$ cat src/rtl/tank_pkg.sv
// Shared types and constants for the tank game's bullet slot logic.
package tank_pkg;

    localparam int DEF_NUM_SLOTS = 3;
    localparam int LIFE_W        = 9;

    typedef enum logic [1:0] {
        FREE   = 2'd0,
        LAUNCH = 2'd1,
        FLYING = 2'd2
    } slot_state_t;

    typedef logic owner_t;
    localparam owner_t OWNER_T1 = 1'b0;
    localparam owner_t OWNER_T2 = 1'b1;

    // A fresh fire edge outranks the per-frame clear; a destroyed tank never holds a request.
    function automatic logic next_pend(input logic pend, input logic rise, input logic won,
                                       input logic tick, input logic shot);
        if (shot)
            return 1'b0;
        else if (rise)
            return 1'b1;
        else if (won || tick)
            return 1'b0;
        else
            return pend;
    endfunction

endpackage

$ cat src/rtl/bullet_slot_fsm.sv
// One bullet slot: FREE -> LAUNCH -> FLYING -> FREE, with owner and a per-frame life counter.
module bullet_slot_fsm
    import tank_pkg::*;
#(
    parameter int LIFE_FRAMES = 300
) (
    input  logic   clk,
    input  logic   rst_n,
    input  logic   round_reset,
    input  logic   grant,
    input  owner_t grant_owner,
    input  logic   hit,
    input  logic   frame_tick,
    output logic   active,
    output logic   launch,
    output logic   free,
    output owner_t owner
);

    localparam logic [LIFE_W-1:0] LIFE_INIT = LIFE_W'(LIFE_FRAMES);
    localparam logic [LIFE_W-1:0] LIFE_ONE  = LIFE_W'(1);

    slot_state_t       state, state_next;
    logic [LIFE_W-1:0] life, life_next;
    owner_t            owner_next;

    always_ff @(posedge clk or negedge rst_n) begin
        if (!rst_n) begin
            state <= FREE;
            life  <= '0;
            owner <= OWNER_T1;
        end else begin
            state <= state_next;
            life  <= life_next;
            owner <= owner_next;
        end
    end

    // Life only counts down while flying; the launch cycle is never cut short by a frame tick.
    always_comb begin
        state_next = state;
        life_next  = life;
        owner_next = owner;
        if (round_reset) begin
            state_next = FREE;
            life_next  = '0;
            owner_next = OWNER_T1;
        end else begin
            case (state)
                FREE: begin
                    if (grant) begin
                        state_next = LAUNCH;
                        life_next  = LIFE_INIT;
                        owner_next = grant_owner;
                    end
                end
                LAUNCH: state_next = hit ? FREE : FLYING;
                FLYING: begin
                    if (hit) begin
                        state_next = FREE;
                    end else if (frame_tick) begin
                        life_next = life - LIFE_ONE;
                        if (life == LIFE_ONE)
                            state_next = FREE;
                    end
                end
                default: state_next = FREE;
            endcase
        end
    end

    assign active = (state == LAUNCH) || (state == FLYING);
    assign launch = (state == LAUNCH);
    assign free   = (state == FREE);

endmodule

$ cat src/rtl/bullet_slot_arbiter.sv
// Shares the bullet slots between two tanks: fire edge detect, round-robin grant, cooldowns.
module bullet_slot_arbiter
    import tank_pkg::*;
#(
    parameter int NUM_SLOTS       = DEF_NUM_SLOTS,
    parameter int LIFE_FRAMES     = 300,
    parameter int COOLDOWN_FRAMES = 15,
    parameter int MAX_PER_TANK    = 2
) (
    input  logic                 CLK,
    input  logic                 Reset_n,
    input  logic                 frame_tick,
    input  logic                 round_reset,
    input  logic                 fire1,
    input  logic                 fire2,
    input  logic                 tank1_shot,
    input  logic                 tank2_shot,
    input  logic [NUM_SLOTS-1:0] hit,
    output logic [NUM_SLOTS-1:0] slot_active,
    output logic [NUM_SLOTS-1:0] slot_owner,
    output logic [NUM_SLOTS-1:0] launch,
    output logic                 grant1,
    output logic                 grant2
);

    localparam int                COOL_W    = (COOLDOWN_FRAMES > 0) ? $clog2(COOLDOWN_FRAMES + 1) : 1;
    localparam logic [COOL_W-1:0] COOL_INIT = COOL_W'(COOLDOWN_FRAMES);
    localparam logic [COOL_W-1:0] COOL_ONE  = COOL_W'(1);
    localparam logic [1:0]        MAX_OWN   = 2'(MAX_PER_TANK);

    if (LIFE_FRAMES > (1 << LIFE_W) - 1 || LIFE_FRAMES < 1) begin : g_life_check
        $error("LIFE_FRAMES must be in 1..511");
    end

    logic              fire1_q, fire2_q, pend1, pend2, rr_ptr;
    logic [COOL_W-1:0] cool1, cool2;
    logic [1:0]        owned1, owned2;
    logic [NUM_SLOTS-1:0] slot_free, pick, slot_grant;
    logic              found, any_free, elig1, elig2, win1, win2;
    owner_t            grant_owner;

    for (genvar i = 0; i < NUM_SLOTS; i++) begin : g_slot
        bullet_slot_fsm #(.LIFE_FRAMES(LIFE_FRAMES)) u_slot (
            .clk        (CLK),
            .rst_n      (Reset_n),
            .round_reset(round_reset),
            .grant      (slot_grant[i]),
            .grant_owner(grant_owner),
            .hit        (hit[i]),
            .frame_tick (frame_tick),
            .active     (slot_active[i]),
            .launch     (launch[i]),
            .free       (slot_free[i]),
            .owner      (slot_owner[i])
        );
    end

    // Ownership and the free-slot pick use registered slot state, so a slot released this
    // cycle cannot be handed out until the next one.
    always_comb begin
        owned1 = '0;
        owned2 = '0;
        pick   = '0;
        found  = 1'b0;
        for (int i = 0; i < NUM_SLOTS; i++) begin
            if (slot_active[i]) begin
                if (slot_owner[i] == OWNER_T2)
                    owned2 = owned2 + 2'd1;
                else
                    owned1 = owned1 + 2'd1;
            end
            if (slot_free[i] && !found) begin
                pick[i] = 1'b1;
                found   = 1'b1;
            end
        end
    end

    assign any_free    = |slot_free;
    assign elig1       = pend1 && !tank1_shot && (cool1 == '0) && (owned1 < MAX_OWN) && any_free;
    assign elig2       = pend2 && !tank2_shot && (cool2 == '0) && (owned2 < MAX_OWN) && any_free;
    assign win1        = elig1 && (!elig2 || !rr_ptr);
    assign win2        = elig2 && (!elig1 || rr_ptr);
    assign grant_owner = win2 ? OWNER_T2 : OWNER_T1;
    assign slot_grant  = (win1 || win2) ? pick : '0;

    // rr_ptr only moves when both tanks actually contended for the grant.
    always_ff @(posedge CLK or negedge Reset_n) begin
        if (!Reset_n) begin
            fire1_q <= 1'b0;
            fire2_q <= 1'b0;
            pend1   <= 1'b0;
            pend2   <= 1'b0;
            cool1   <= '0;
            cool2   <= '0;
            rr_ptr  <= 1'b0;
            grant1  <= 1'b0;
            grant2  <= 1'b0;
        end else if (round_reset) begin
            fire1_q <= 1'b0;
            fire2_q <= 1'b0;
            pend1   <= 1'b0;
            pend2   <= 1'b0;
            cool1   <= '0;
            cool2   <= '0;
            rr_ptr  <= 1'b0;
            grant1  <= 1'b0;
            grant2  <= 1'b0;
        end else begin
            fire1_q <= fire1;
            fire2_q <= fire2;
            pend1   <= next_pend(pend1, fire1 && !fire1_q, win1, frame_tick, tank1_shot);
            pend2   <= next_pend(pend2, fire2 && !fire2_q, win2, frame_tick, tank2_shot);
            if (win1)
                cool1 <= COOL_INIT;
            else if (frame_tick && cool1 != '0)
                cool1 <= cool1 - COOL_ONE;
            if (win2)
                cool2 <= COOL_INIT;
            else if (frame_tick && cool2 != '0)
                cool2 <= cool2 - COOL_ONE;
            if (elig1 && elig2)
                rr_ptr <= !rr_ptr;
            grant1 <= win1;
            grant2 <= win2;
        end
    end

endmodule

$ cat config.mk
export PLATFORM = sky130hd
export DESIGN_NAME = bullet_slot_arbiter
export DESIGN_NICKNAME = d
export VERILOG_FILES = /design/src/rtl/tank_pkg.sv /design/src/rtl/bullet_slot_fsm.sv /design/src/rtl/bullet_slot_arbiter.sv
export SDC_FILE = /design/constraint.sdc
export NUM_CORES = 1
export LEC_CHECK = 0
export CAP_MARGIN = 10
export CORE_UTILIZATION = 30
export DETAILED_ROUTE_END_ITERATION = 6
export HOLD_SLACK_MARGIN = 0.06
export SLEW_MARGIN = 20
export SYNTH_ARGS = -nofsm -noshare
export SYNTH_HDL_FRONTEND = slang
export SYNTH_SLANG_ARGS = --single-unit
$ cat constraint.sdc
create_clock -name CLK -period 3.1 [get_ports CLK]
set_input_delay 0.31 -clock CLK [delete_from_list [all_inputs] [get_ports CLK]]
set_output_delay 0.31 -clock CLK [all_outputs]
set_load 0.1 [all_outputs]
# --- Word-level counts from Yosys, hierarchy flattened ---
# Cells that the tools add are included.
classes:
  mux: 83
  reduce_logical: 65
  addsub: 9
  n_eq_ne: 24
  n_lt_le_gt_ge: 2
op_table:
  columns: ["operator", "n"]
  rows:
  - ["2-to-1 mux 9 bit", 12]
  - ["2-to-1 mux 2 bit", 28]
  - ["one-hot mux 9 bit (2 select lines)", 3]
  - ["2-to-1 mux 1 bit", 30]
  - ["== test 9 x 1 -> 1 bit, second input constant", 3]
  - ["inequality test 3 bit, second input constant", 9]
  - ["subtractor 9 x 1 -> 9 bit, second input constant", 3]
  - ["2-to-1 mux 4 bit", 6]
  - ["one-hot mux 2 bit (3 select lines)", 3]
  - ["logical AND 1 bit", 17]
  - ["nonzero test 4 bit", 4]
  - ["nonzero test 3 bit", 5]
  - ["nonzero test 2 bit", 7]
  - ["inequality test 4 x 3 -> 1 bit, second input constant", 3]
  - ["inequality test 4 bit, second input constant", 3]
  - ["AND reduction 4 bit", 3]
  - ["zero test 1 bit", 9]
  - ["AND reduction 3 bit", 3]
  - ["adder 2 x 1 -> 2 bit, second input constant", 4]
  - ["zero test 4 bit", 2]
  - ["logical OR 1 bit", 8]
  - ["subtractor 4 x 1 -> 4 bit, second input constant", 2]
  - ["== test 2 x 1 -> 1 bit, second input constant", 3]
  - ["== test 2 bit, second input constant", 3]
  - ["other kinds (5)", 10]
totals:
  register_bits: 51
  output_inout_bits: 11
  wordCells: 201

# --- Logic depth before layout (Yosys ltp) ---
# Gate-level depths: netlist (run 1).
logic_depth:
  depth_word: 20
  depth_mapped: 11

# --- Hierarchy ---
# A second synthesis (run 1) with hierarchy kept.
hier_totals:
  cells_unflattened: 368
  hier_area_um2: 3369.5
modules_own_cells:
  columns: ["mod", "seq_area_each_um2", "area_per_inst_um2", "cells_each", "n_inst"]
  rows:
  - ["bullet_slot_fsm at g_slot[0].u_slot ...", 300.3, 809.5, 90, 2]
  - ["bullet_slot_arbiter", 375.4, 922.1, 96, 1]
  - ["bullet_slot_fsm at g_slot[2].u_slot", 300.3, 828.3, 92, 1]

# --- Worst setup path before layout (run 1) ---
# OpenSTA, ideal clock, no wires.
synth_timing:
  path_type: "reg-to-reg"
  from: "register g_slot[0].u_slot.state[0]"
  to: "register g_slot[0].u_slot.life[0]"
  path_stages_with_launch: 12
  setup_ns: 0.125
  path_slack_ns: 0.418
  period_less_slack_ns: 2.682
  arrival_ns: 2.557
  required_time_ns: 2.975
  n_path_buf: 1
  path_cell_list: "dfrtp_1 -> inv_1 -> ha_1 -> and2_1 -> ha_1 -> nand3_1 -> mux2i_1 -> nor3_4 -> o31a_1 -> buf_6 -> nor2_4 -> mux2_4"
synth_via:
  elab_chain_len: 19
  elab_cells_between_ends: 41
  cone_classes: "add/sub (4); order compare (2); eq/ne (5); mux (14); reduce/logical (16)"
synth_rtl:
  columns: ["item", "line_no", "source"]
  rows:
  - ["start: declaration", "bullet_slot_fsm.sv:23", "slot_state_t state, state_next;"]
  - ["start signal: assignment", "bullet_slot_fsm.sv:33", "state <= state_next;"]
  - ["== test 2 x 1 -> 1 bit / == test 2 bit (equally long branches)", "bullet_slot_fsm.sv:72", "assign active = (state == LAUNCH) || (state == FLYING);"]
  - ["logical OR 1 bit *", "bullet_slot_fsm.sv:72", null]
  - ["net g_slot[0].u_slot.active", "bullet_slot_fsm.sv:14", "output logic active,"]
  - ["2-to-1 mux 2 bit", "bullet_slot_arbiter.sv:66", "if (slot_active[i]) begin"]
  - ["adder 2 x 1 -> 2 bit, on equally long branches", "bullet_slot_arbiter.sv:68, bullet_slot_arbiter.sv:70", null]
  - ["2-to-1 mux 2 bit", "bullet_slot_arbiter.sv:67", "if (slot_owner[i] == OWNER_T2)"]
  - ["2-to-1 mux 2 bit", "bullet_slot_arbiter.sv:66", null]
  - ["adder 2 x 1 -> 2 bit, on equally long branches", "bullet_slot_arbiter.sv:68, bullet_slot_arbiter.sv:70", null]
  - ["[3 not listed]", null, null]
  - ["logical AND 1 bit, on equally long branches (2 in series)", "bullet_slot_arbiter.sv:81, bullet_slot_arbiter.sv:80", null]
  - ["zero test 1 bit, on equally long branches", "bullet_slot_arbiter.sv:82, bullet_slot_arbiter.sv:83", null]
  - ["logical OR 1 bit, on equally long branches", "bullet_slot_arbiter.sv:82, bullet_slot_arbiter.sv:83", null]
  - ["logical AND 1 bit, on equally long branches", "bullet_slot_arbiter.sv:82, bullet_slot_arbiter.sv:83", null]
  - ["logical OR 1 bit *", "bullet_slot_arbiter.sv:85", "assign slot_grant = (win1 || win2) ? pick : '0;"]
  - ["2-to-1 mux 3 bit *", "bullet_slot_arbiter.sv:85", null]
  - ["inequality test 3 bit (no line) *", null, null]
  - ["AND reduction 4 bit (no line) *", null, null]
  - ["end signal: assignment", "bullet_slot_fsm.sv:34", "life <= life_next;"]
  - ["end: declaration", "bullet_slot_fsm.sv:24", "logic [LIFE_W-1:0] life, life_next;"]
# The timed path passes the listed nets; every way through them passes the cells marked *.
# A chain may end at the register's enable or synchronous reset.

# --- Final worst setup path (run 1) ---
layout_timing:
  from: "register g_slot[0].u_slot.state[1]"
  to: "register g_slot[0].u_slot.life[1]"
layout_via:
  elab_chain_len: 19
  elab_cells_between_ends: 41
  cone_classes: "add/sub (4); order compare (2); eq/ne (5); mux (14); reduce/logical (16)"
layout_rtl:
  columns: ["item", "line_no"]
  rows:
  - ["== test 2 x 1 -> 1 bit / == test 2 bit (equally long branches)", "bullet_slot_fsm.sv:72, bullet_slot_fsm.sv:49"]
  - ["logical OR 1 bit", "bullet_slot_fsm.sv:72"]
  - ["2-to-1 mux 2 bit", "bullet_slot_arbiter.sv:66"]
  - ["adder 2 x 1 -> 2 bit, on equally long branches", "bullet_slot_arbiter.sv:68, bullet_slot_arbiter.sv:70"]
  - ["2-to-1 mux 2 bit", "bullet_slot_arbiter.sv:67"]
  - ["2-to-1 mux 2 bit", "bullet_slot_arbiter.sv:66"]
  - ["adder 2 x 1 -> 2 bit, on equally long branches", "bullet_slot_arbiter.sv:68, bullet_slot_arbiter.sv:70"]
  - ["2-to-1 mux 2 bit", "bullet_slot_arbiter.sv:67"]
  - ["[2 not listed]", null]
  - ["logical AND 1 bit, on equally long branches (2 in series)", "bullet_slot_arbiter.sv:81, bullet_slot_arbiter.sv:80"]
  - ["zero test 1 bit, on equally long branches", "bullet_slot_arbiter.sv:82, bullet_slot_arbiter.sv:83"]
  - ["logical OR 1 bit, on equally long branches", "bullet_slot_arbiter.sv:82, bullet_slot_arbiter.sv:83"]
  - ["logical AND 1 bit, on equally long branches", "bullet_slot_arbiter.sv:82, bullet_slot_arbiter.sv:83"]
  - ["logical OR 1 bit", "bullet_slot_arbiter.sv:85"]
  - ["2-to-1 mux 3 bit", "bullet_slot_arbiter.sv:85"]
  - ["inequality test 3 bit (no line)", null]
  - ["AND reduction 4 bit (no line)", null]
# Parallel ways exist; a longest one is shown, timed or not.

==> impl_results.md, run 1 <==
* Outcome: completed
* Cell area after synthesis at 3430 sq um
* Minimum setup slack in the final design at 0.178 ns
* Most used standard cell by instance count after synthesis: dfrtp_1
* Vias in the first global route at ~2.8k
* Overflow left after global routing at 0
* Total of max-cap violations at 0
* Layout cell share with drive strength beyond 1 at 11.1%
* Antenna cell count at 0
* Power dissipated by switching net loads at just over 600 uW
* Layout Area Growth over Synthesis at 12.3%
* Number of non-filler instances in the completed layout at ~530
* Critical Path Source Type: register
* Number of setup violations in the final report at 0
* CTS Root Cell: clkbuf_16
* Period utilization at 94.3%
* DP HPWL at between 5 and 6 mm
* Commonest cells in the synthesized netlist: 51 x dfrtp_1, 37 x nor2_1, 29 x inv_1, 25 x a21oi_1, 21 x ha_1
* Crit path kind: register to register
* Total of flip-flops plus latches after synthesis at 51
* Number of placed I/O pins at 22
* HP Class: primary input to async pin
* Number of nets at the end of the flow at 420
* Total of fill cells in the finished design at about 1.1k
* Wire length of the first global-routing pass at 13.5 mm
* Number of enable-type register cells in the synthesized netlist at 0
* Initial antenna violation count at 0
* Top cell type's share of synthesized area at a little under two fifths
* Overall die width at 109 microns
* Routed wire length at 7.68 mm
* Clock slew at reported path FFs at ~0.070 ns
* Ratio of routed vias to standard cells at roughly 5.2
* Required @ worst endpoint at 3.28 ns
* Clock skew after layout at roughly 0.0080 ns
* Later-pin clock latency in the skew report at 0.29 ns
* Fraction of registers with async set or reset after synthesis at 100%
* Synth top area cells: dfrtp_1 37%, ha_1 7.7%, nor2_1 4.0%
* Total track usage at about 14%
* Post-synthesis cell count at between 300 and 400
* Prevailing post-synth register cell: dfrtp_1
* Clock period minus worst slack at 2.92 ns
* Final Hold Violating Endpoints at 0
* Detailed-route via count at roughly 2.7k
* Cells after DPL at approximately 520
* Number of input and output port buffers inserted at 21
* Transition time of the tightest slew-check pin at around 0.96 ns
* Setup WS pre-CTS at roughly 0.10 ns
* Clock tree sinks at just over 50
* Critical Path Sink Type: register
* Number of pins with negative max-slew slack in the final report at 0
* Leading area contributor after synthesis: dfrtp_1
* Switching Share at between 30% and 40%
* Area of the core at 11000 sq um
* Number of library cell types mapped by synthesis at 66
* Num rows at 38
* Design internal power at between 1000 and 1500 uW
* Worst Path Arrival at approximately 3.1 ns
* Power density over the cells at just over 500 nW/um^2
* Clock group share of total power at 33.6%
* Number of H-tree levels at 2
* Number of nets produced by synthesis at 411
* Proportion of synthesized chip area in sequential cells at 37.2%
* First-iteration detailed-routing DRC count at 113
* TritonCTS clock tree: done
* DRC errors left at 0
* Die extent in y at around 110 microns
* Starting density of the core at around 31%
* Upper clock frequency limit at approximately 340 MHz
* Antenna violation net count after detailed routing at 0
* Static leakage power at 0.00166 uW
* Die outline area at around 12000 sq um
* Worst Hold Margin at ~0.071 ns
* Post-synthesis area per instance at 9.05 sq um
* Drt wl/cell at approximately 15 microns
* Count of TritonRoute iterations in the first routing pass at 4
* Number of buffers on the longest clock path at 2
* Worst ir drop on vdd at ~220 uV
* Maximum fanout along the worst path at 9
* Maximum number of pins on one net before global-route repair at 30
* Yosys warning count at 0
* Comb pwr share at 26.3%
* Flop pwr share at between 40% and 50%
* Slew margin rel. at 35.7%
* Final weighted congestion in routability-driven placement at just over 0.8
* Total clock buffers created by CTS at 5
## layer usage
layer	vias to the layer above	share of wire [%]	global-route usage, %
li1	1383	-	-
met1	1318	49	20.0
met2	43	47	23.5
met3	2	4.1	2.33
met4	0	0.43	2.80
met5	-	0	0
## path summary, 6_finish.rpt
kind	start	to	slack (ns)	depth (start not counted)
min	Reset_n	g_slot[1].u_slot.life[0]	0.07	1
max in group asynchronous	Reset_n	g_slot[1].u_slot.life[7]	2.26	2
min in group CLK	round_reset	g_slot[2].u_slot.life[8]	0.47	2
min reg2reg	g_slot[2].u_slot.life[1]	g_slot[2].u_slot.life[1]	0.50	2
max	g_slot[0].u_slot.state[1]	g_slot[0].u_slot.life[1]	0.18	10
max reg2reg	g_slot[0].u_slot.state[1]	g_slot[0].u_slot.life[1]	0.18	10
## flip-flops by register name, indices dropped and copies added (netlist names)
register and cells:
cool1 4, cool2 4, fire1_q 1, fire2_q 1
g_slot.u_slot.life 27, g_slot.u_slot.owner 3, g_slot.u_slot.state 6, grant1 1
grant2 1, pend1 1, pend2 1, rr_ptr 1
## cells in the final DEF, fill, tap and decap left out, types with 10 or more instances in the layout
master           count
dfrtp_1             51
buf_4               12
clkdlybuf4s50_1     10
nor3_1              14
a21oi_1             25
o21ai_0             13
nor2_1              37
inv_1               29
nand3_1             12
nand2_1             19
ha_1                21
## area by class of cell
type,count,area [sq um],share of cell area (%)
Clock buffer,6,139,3.61
Inverter,29,109,2.83
Tap cell,140,175,4.55
Clock inverter,2,38.8,1.01
Timing Repair Buffer,24,200,5.20
Sequential cell,51,1280,33.1
Multi-Input combinational cell,277,1910,49.7
## power by group through the flow
stage | combinational (uW) | clock, uW | sequential (uW)
floorplan | 413 | 0 | 790
global placement | 507 | 0 | 794
detailed placement | 515 | 0 | 796
CTS | 519 | 679 | 783
global route | 591 | 699 | 795
finish | 513 | 656 | 784
## stage by stage
stage          power [uW]  util [%]  setup TNS [ns]  cell area [sq um]
2_1_floorplan        1200         -               0               3430
3_3_place_gp         1300      33.4               0               3670
3_5_place_dp         1310      33.4               0               3670
4_1_cts              1980      35.0               0               3850
5_1_grt              2090      35.1         -0.0207               3850
6_report             1950      35.1               0               3850
## what timing repair did
item / CTS / global route
hold buffers: 0 / 0
buffers inserted: 0 / 0
gates resized for setup: 0 / 2
endpoints found under the setup margin: 0 / 9
## critical path: stages (launching register included)
cell and delay, ns:
dfrtp_1 0.40, inv_1 0.08, ha_1 0.33, and2_1 0.18
ha_1 0.26, nand3_1 0.09, mux2i_1 0.38, nor3_4 0.14
o31a_1 0.44, nor2_4 0.19, mux2_4 0.31
## logic make-up (layout without fill, tap and decap cells)
| group | count (synthesis) | after routing | synth area share [%] |
|---|---|---|---|
| simple gates | 143 | 143 | 23.3 |
| compound gates | 98 | 98 | 20.2 |
| flops | 51 | 51 | 37.2 |
| buf+inv | 51 | 61 | 7.18 |
| fa+ha+maj | 21 | 21 | 7.66 |
| mux | 8 | 8 | 2.70 |
| xor+xnor | 7 | 7 | 1.79 |
(Power assumes the default switching activity.)
==> inputs of run 2 (changes only) <==
Settings changed: SYNTH_HIERARCHICAL set to 1.
==> run 2 against run 1 <==
  * The run now ends with setup timing left
  * Highest routed layer unchanged
  * Combinational power rose by 82%
  * Die area fell by 1.8%
  * First-iteration DRC count fell by 17%
  * Sequential power rose by 2%
  * Largest power group is now combinational cells
  * Critical endpoint is now g_slot[2].u_slot/life[7]
  * Cell count rose by 4.3%
  * Via count rose by 2.4%
  * Count of clock-buffer cells in the layout fell by 1
==> impl_results.md, run 2 <==
* DP HPWL at 5.61 mm (-0.82%)
* Clock slew at reported path FFs at 0.10 ns (+0.03 ns)
* Crit path kind: register to register
* Cell area after synthesis at 3370 sq um (-1.8%)
* Critical Path Source Type: register
* Number of nets produced by synthesis at 402 (-2.2%)
* Later-pin clock latency in the skew report at 0.31 ns (+0.02 ns)
* Upper clock frequency limit at 322 MHz (-5.9%)
* Fraction of registers with async set or reset after synthesis at 100% (unchanged)
* Final non-filler cell area at 4040 sq um (+5.0%)
* Static leakage power at 0.00179 uW (+7.7%)
* Outcome: finished with violations
* Routed wire length at 7.70 mm (+0.36%)
* Highest metal layer with signal wires: met4
* TritonCTS clock tree: done
* Detail Route met3 WL at 209 microns (-33%)
* CTS Root Cell: clkbuf_8
* Post-synthesis area per instance at 9.16 sq um (+1.1%)
* Die outline area at 11700 sq um (-1.8%)
* Failing checks: setup timing
* Reg2Reg Launch Point: g_slot[0].u_slot/state[1]
* Period utilization at 100% (+5.9 points)
* Maximum fanout along the worst path at 4 (-5)
* Power after layout at 2150 uW (+10%)
* Antenna cell count at 0 (unchanged)
* Registers with the most flip-flops: g_slot.u_slot/life x27, g_slot.u_slot/state x6
* Number of input and output port buffers inserted at 21 (unchanged)
* Post-synthesis cell count at 368 (-2.9%)
* Clock skew after layout at 0.00692 ns (-0.00111 ns)
* Top cell type's share of synthesized area at 37.9% (+0.68 points)
* Required @ worst endpoint at 3.35 ns (+0.07 ns)
* Number of pins with negative max-slew slack in the final report at 0 (unchanged)
* Slew margin rel. at 35.9% (+0.14 points)
* Register containing the most flip-flops in the final layout: g_slot.u_slot/life
* HP Class: primary input to async pin
* Num rows at 38 (unchanged)
* Worst ir drop on vdd at 361 uV (+64%)
* Number of nets at the end of the flow at 445 (+6.0%)
* Worst Hold Margin at 0.0904 ns (+0.0197 ns)
* Number of placed I/O pins at 22 (unchanged)
* Transition time of the tightest slew-check pin at 0.959 ns (-0.00204 ns)
* Number of H-tree levels at 2 (unchanged)
* Antenna violation net count after detailed routing at 0 (unchanged)
* Top library cells by usage in the layout, fill and taps aside: 49 x dfrtp_1, 31 x buf_4, 29 x nand2_1, 27 x a21oi_1
* Synth top area cells: dfrtp_1 38%, ha_1 8.5%, a21oi_1 4.2%
* Power density over the cells at 532 nW/um^2 (+4.9%)
* Wl on met1 at 3.89 mm (+4.3%)
* Overall die width at 108 microns (-0.88%)
* Yosys warning count at 6 (+6)
* Vias in the first global route at 2899 (+4.6%)
* Total track usage at 14.6% (+0.22 points)
* Routed length on met2 at 3.54 mm (-1.7%)
* Prevailing post-synth register cell: dfrtp_1
* Summed negative setup slack over all endpoints at -0.00597 ns (-0.00597 ns)
* Layout cell share with drive strength beyond 1 at 18.0% (+6.9 points)
* DRC errors left at 0 (unchanged)
* Drt wl/cell at 14.0 microns (-3.8%)
* Area of the core at 10900 sq um (-0.87%)
* Layout Area Growth over Synthesis at 20.0%
* Beginning of the critical path: g_slot[0].u_slot/state[1]
* Number of setup violations in the final report at 1 (+1)
* Total clock buffers created by CTS at 5 (unchanged)
* Count of TritonRoute iterations in the first routing pass at 4 (unchanged)
* Commonest cells in the synthesized netlist: 51 x dfrtp_1, 29 x nand2_1, 28 x a21oi_1, 28 x inv_1, 26 x nor2_1
* Total of flip-flops plus latches after synthesis at 51 (unchanged)
* First-iteration detailed-routing DRC count at 94 (-17%)
* Die extent in y at 108 microns (-0.88%)
* Minimum setup slack in the final design at -0.00597 ns (-0.184 ns)
* Final weighted congestion in routability-driven placement at 0.810 (-1.4%)
* Most used standard cell by instance count after synthesis: dfrtp_1
* Worst Path Arrival at 3.35 ns (+0.25 ns)
* Placed Instance Area at 3910 sq um (+6.7%)
* Starting density of the core at 30.9% (-0.29 points)
* Clock period minus worst slack at 3.11 ns (+0.184 ns)
* Wire length of the first global-routing pass at 13.7 mm (+1.5%)
* Detailed-route via count at 2812 (+2.4%)
* Initial antenna violation count at 0 (unchanged)
* Max reg flops at 27 (unchanged)
* Number of enable-type register cells in the synthesized netlist at 0 (unchanged)
* Leading area contributor after synthesis: dfrtp_1
* Number of buffers on the longest clock path at 2 (unchanged)
* Maximum number of pins on one net before global-route repair at 36 (+20%)
* Final Hold Violating Endpoints at 0 (unchanged)
* Clock tree sinks at 51 (unchanged)
* Unrepaired setup endpoints after global routing: true
* Total of max-cap violations at 0 (unchanged)
* Proportion of synthesized chip area in sequential cells at 37.9% (+0.68 points)
* Critical Path Sink Type: register
* Ratio of routed vias to standard cells at 5.09 (-1.9%)
* Most common cell after layout, fill and taps aside: dfrtp_1
* Overflow left after global routing at 0 (unchanged)
* Number of library cell types mapped by synthesis at 57 (-14%)
==> run 2: cell count changes after synthesis, moves of 5 or more <==
cell	before	now
nor3_1	14	8
nand2_1	19	29
or4b_1	0	5
nor2_1	37	26
a311oi_1	0	6
nor2b_1	9	17
a31oi_1	5	0
o21ai_0	14	8
o22a_1	7	0
mux2i_1	4	9
nand2b_1	9	16
o21ai_1	1	9
buf_4	10	0
==> run 2: worst max-delay path, cell delays in order, from the launching register on <==
cell,delay (ns)
dfrtp_1,0.40
inv_2,0.08
ha_4,0.22
and2_4,0.14
ha_4,0.26
nand3_2,0.06
mux2i_1,0.16
nor4b_4,0.30
nor2b_4,0.09
nor4b_4,0.29
nor2b_4,0.07
or3_4,0.38
or4b_1,0.47
o21ai_1,0.12
==> run 2: repair_timing <==
item,in CTS,in global routing
setup buffers,0,2
pin swaps,1,1
hold buffers,0,0
resized for setup,0,5
hold endpoints to repair,0,0
endpoints found under the setup margin,2,13
==> run 2: stage by stage <==
stage | setup WS, ns | utilization [%] | cells
after floorplan | -0.280 | - | 368
after global placement | 0.00115 | 35.9 | 542
after detailed placement | -0.0587 | 35.9 | 542
after CTS | -0.0221 | 36.8 | 550
after global routing | -0.177 | 37.1 | 552
final | -0.00597 | 37.1 | 552
==> run 2: cell families after synthesis <==
| group | count (synthesis) | share of synthesized area, % |
|---|---|---|
| flops | 51 | 37.9 |
| xor+xnor | 5 | 1.30 |
| compound gates | 89 | 17.7 |
| mux | 10 | 3.12 |
| buf+inv | 35 | 3.90 |
| simple gates | 155 | 27.6 |
| fa+ha+maj | 23 | 8.54 |
==> run 2: per-layer routing <==
metal / vias to the layer above / global-route usage [%]
met5: - / 0
met3: 5 / 2.59
met4: 0 / 3.72
met2: 29 / 23.6
met1: 1365 / 20.1
li1: 1413 / -
==> run 2: final timing paths <==
| kind | cells past startpoint | to | slack (ns) |
|---|---|---|---|
| max | 13 | g_slot[2].u_slot/life[7] | -0.006 |
| min | 1 | g_slot[2].u_slot/life[6] | 0.09 |
| max reg2reg | 13 | g_slot[2].u_slot/life[7] | -0.006 |
| min reg2reg | 1 | g_slot[2].u_slot/life[7] | 0.49 |
| max in group asynchronous | 2 | g_slot[0].u_slot/life[4] | 2.26 |
| min in group CLK | 2 | g_slot[2].u_slot/life[1] | 0.47 |
==> run 2: final cells by class <==
cell class                      instances  area (sq um)
Clock inverter                          3          28.8
Inverter                               28           105
Multi-Input combinational cell        282          2040
Tap cell                              140           175
Timing Repair Buffer                   43           343
Fill cell                            1136          6840
Sequential cell                        51          1280
Clock buffer                            5          68.8
==> run 2: power by group <==
group / total, uW / internal (uW) / leakage, uW / switching (uW)
Sequential: 799 / 736 / 0.000700 / 63.3
Clock: 419 / 168 / 0.0000502 / 251
Combinational: 933 / 349 / 0.00104 / 583
Total: 2150 / 1250 / 0.00179 / 898
==> inputs of run 3 (changes only) <==
Clock period 3.1 ns to 3.7 ns, I/O delays scaled along.
==> run 3 against run 2 <==
  * Global-route usage down 0.63 points
  * Worst setup slack better by 0.28 ns
  * Largest cell class unchanged
  * The run now ends clean
  * Cell count down 3.1%
  * Design area down 4.4%
==> impl_results.md, run 3 (synthesis gave the netlist of run 2 again) <==
* Clock slew at reported path FFs at 0.09 ns (about the same)
* Critical Path Sink Type: register
* Required @ worst endpoint at 3.91 ns (+0.56 ns)
* Layout cell share with drive strength beyond 1 at 8.61% (-9.4 points)
* DRC errors left at 0 (unchanged)
* Power after layout at 1720 uW (-20%)
* Registers with the most flip-flops: g_slot.u_slot/life x27, g_slot.u_slot/state x6
* Max reg flops at 27 (unchanged)
* Register containing the most flip-flops in the final layout: g_slot.u_slot/life
* Count of TritonRoute iterations in the first routing pass at 4 (unchanged)
* Period utilization at 92.5% (-7.7 points)
* Core Util, Final at 35.5% (-1.6 points)
* Crit path kind: register to register
* Length in cells of the worst reg-to-reg path at 14 (+1)
* Detailed-route via count at 2792 (-0.71%)
* Layout Area Growth over Synthesis at 14.7%
* Maximum fanout along the worst path at 5 (+1)
* Cells after DPL at 525 (-3.1%)
* Clock group share of total power at 18.0% (-1.5 points)
* Minimum setup slack in the final design at 0.278 ns (+0.284 ns)
* Number of setup violations in the final report at 0 (-1)
* Worst Path Arrival at 3.63 ns (+0.28 ns)
* Vias in the first global route at 2791 (-3.7%)
* Reg2Reg Launch Point: g_slot[0].u_slot/state[0]
* Total clock buffers created by CTS at 5 (unchanged)
* Comb pwr share at 43.0% (-0.4 points)
* Outcome: completed
* HP Class: primary input to async pin
* Number of pins with negative max-slew slack in the final report at 0 (unchanged)
* Transition time of the tightest slew-check pin at 1.00 ns (+0.0457 ns)
* Starting density of the core at 30.9% (unchanged)
* TritonCTS clock tree: done
* Ratio of routed vias to standard cells at 5.22 (+2.4%)
* Setup WS pre-CTS at 0.249 ns (+0.308 ns)
* Slew margin rel. at 32.8% (-3.1 points)
* Maximum number of pins on one net before global-route repair at 37 (+2.8%)
* Number of input and output port buffers inserted at 21 (unchanged)
* Routed wire length at 7.42 mm (-3.8%)
* Switching Share at 40.9% (-0.86 points)
* Total track usage at 14.0% (-0.63 points)
* Clock skew after layout at 0.00674 ns (-0.000179 ns)
* Area of the core at 10900 sq um (unchanged)
* Overflow left after global routing at 0 (unchanged)
* Initial antenna violation count at 0 (unchanged)
* Total of max-cap violations at 0 (unchanged)
* Static leakage power at 0.00167 uW (-6.9%)
* DP HPWL at 5.41 mm (-3.7%)
* Wire length of the first global-routing pass at 13.1 mm (-4.1%)
* Flop pwr share at 38.9% (+1.7 points)
* Power density over the cells at 445 nW/um^2 (-16%)
* Power dissipated by switching net loads at 704 uW (-22%)
* Clock period minus worst slack at 3.42 ns (+0.316 ns)
* Number of nets at the end of the flow at 428 (-3.8%)
* Worst ir drop on vdd at 155 uV (-57%)
* Number of non-filler instances in the completed layout at 535 (-3.1%)
* Upper clock frequency limit at 292 MHz (-9.2%)
* Number of buffers on the longest clock path at 2 (unchanged)
* First-iteration detailed-routing DRC count at 101 (+7.4%)
* Total of fill cells in the finished design at 1126 (-0.88%)
* Most common cell after layout, fill and taps aside: dfrtp_1
* Design internal power at 1020 uW (-19%)
* Die outline area at 11700 sq um (unchanged)
* End of the worst register-to-register path: g_slot[2].u_slot/life[6]
* Clock tree sinks at 51 (unchanged)
* Critical Path Source Type: register
* Number of placed I/O pins at 22 (unchanged)
* Die extent in y at 108 microns (unchanged)
* Antenna cell count at 0 (unchanged)
* Overall die width at 108 microns (unchanged)
* Number of H-tree levels at 2 (unchanged)
* Later-pin clock latency in the skew report at 0.30 ns (about the same)
* Antenna violation net count after detailed routing at 0 (unchanged)
* Drt wl/cell at 13.9 microns (-0.69%)
* Final weighted congestion in routability-driven placement at 0.810 (about the same)
* CTS Root Cell: clkbuf_8
* Reg-to-reg slack, setup at 0.28 ns (+0.28 ns)
* Top library cells by usage in the layout, fill and taps aside: 51 x dfrtp_1, 29 x nand2_1, 28 x inv_1, 28 x a21oi_1, 26 x nor2_1
* Final Hold Violating Endpoints at 0 (unchanged)
* Number of buffers inserted for hold repair after clock tree synthesis at 0 (unchanged)
* Num rows at 38 (unchanged)
[run 3: metal layers]
layer  track usage [%]  routed length, microns  vias to the layer above
li1                  -                       -                     1382
met1              18.0                    3530                     1364
met2              24.0                    3600                       38
met3              2.47                     200                        8
met4              3.91                      82                        0
met5                 0                       0                        -
[run 3: power groups by stage]
| stage | registers, uW | clock network (uW) | logic (uW) |
|---|---|---|---|
| 3_5_place_dp | 681 | 0 | 738 |
| 3_3_place_gp | 678 | 0 | 724 |
| 4_1_cts | 670 | 333 | 745 |
| 5_1_grt | 680 | 351 | 828 |
| 6_report | 670 | 310 | 740 |
| 2_1_floorplan | 674 | 0 | 581 |
[run 3: final cells by class]
class                   count  area (sq um)  area share (%)
inverters                  28           105            2.72
well taps                 140           175            4.53
multi-input cells         282          1990            51.5
flip-flops and latches     51          1280            33.0
clock inverters             1          5.00           0.129
clock buffers               7          76.3            1.97
repair buffers             26           238            6.15
[run 3: worst max-delay path by stage]
stage,startpoint,to,slack (ns),depth (start not counted)
6_report,g_slot[0].u_slot/state[0],g_slot[2].u_slot/life[6],0.28,14
5_1_grt,g_slot[0].u_slot/state[0],g_slot[2].u_slot/life[6],-0.004,14
4_1_cts,g_slot[0].u_slot/state[1],g_slot[2].u_slot/life[6],0.25,14
3_5_place_dp,g_slot[0].u_slot/state[1],g_slot[2].u_slot/life[6],0.25,14
3_3_place_gp,g_slot[0].u_slot/state[0],g_slot[2].u_slot/life[7],0.37,14
2_1_floorplan,g_slot[2].u_slot/state[0],g_slot[2].u_slot/life[7],0.03,11
[run 3: metrics by stage]
step	hold slack [ns]	TNS, ns	cell area (sq um)
CTS	0.128	0	3840
global placement	0.460	0	3760
floorplan	0.0744	0	3390
finish	0.112	0	3870
global route	0.157	-0.00421	3870
detailed placement	0.464	0	3760
[run 3: worst max-delay path: stages, from the launching register on]
cell     delay (ns)
dfrtp_1        0.40
inv_1          0.16
ha_4           0.24
and2_1         0.14
ha_1           0.27
nand3_1        0.08
mux2i_1        0.17
nor4b_4        0.31
nor2b_1        0.16
nor4b_2        0.23
buf_4          0.18
nor2b_4        0.04
or3_4          0.37
or3b_1         0.38
o31ai_1        0.20
[run 3: timing repair]
item | CTS | global route
endpoints found under the hold margin | 0 | 0
buffers inserted | 0 | 2
setup endpoints to repair | 0 | 19
resized for setup | 0 | 3
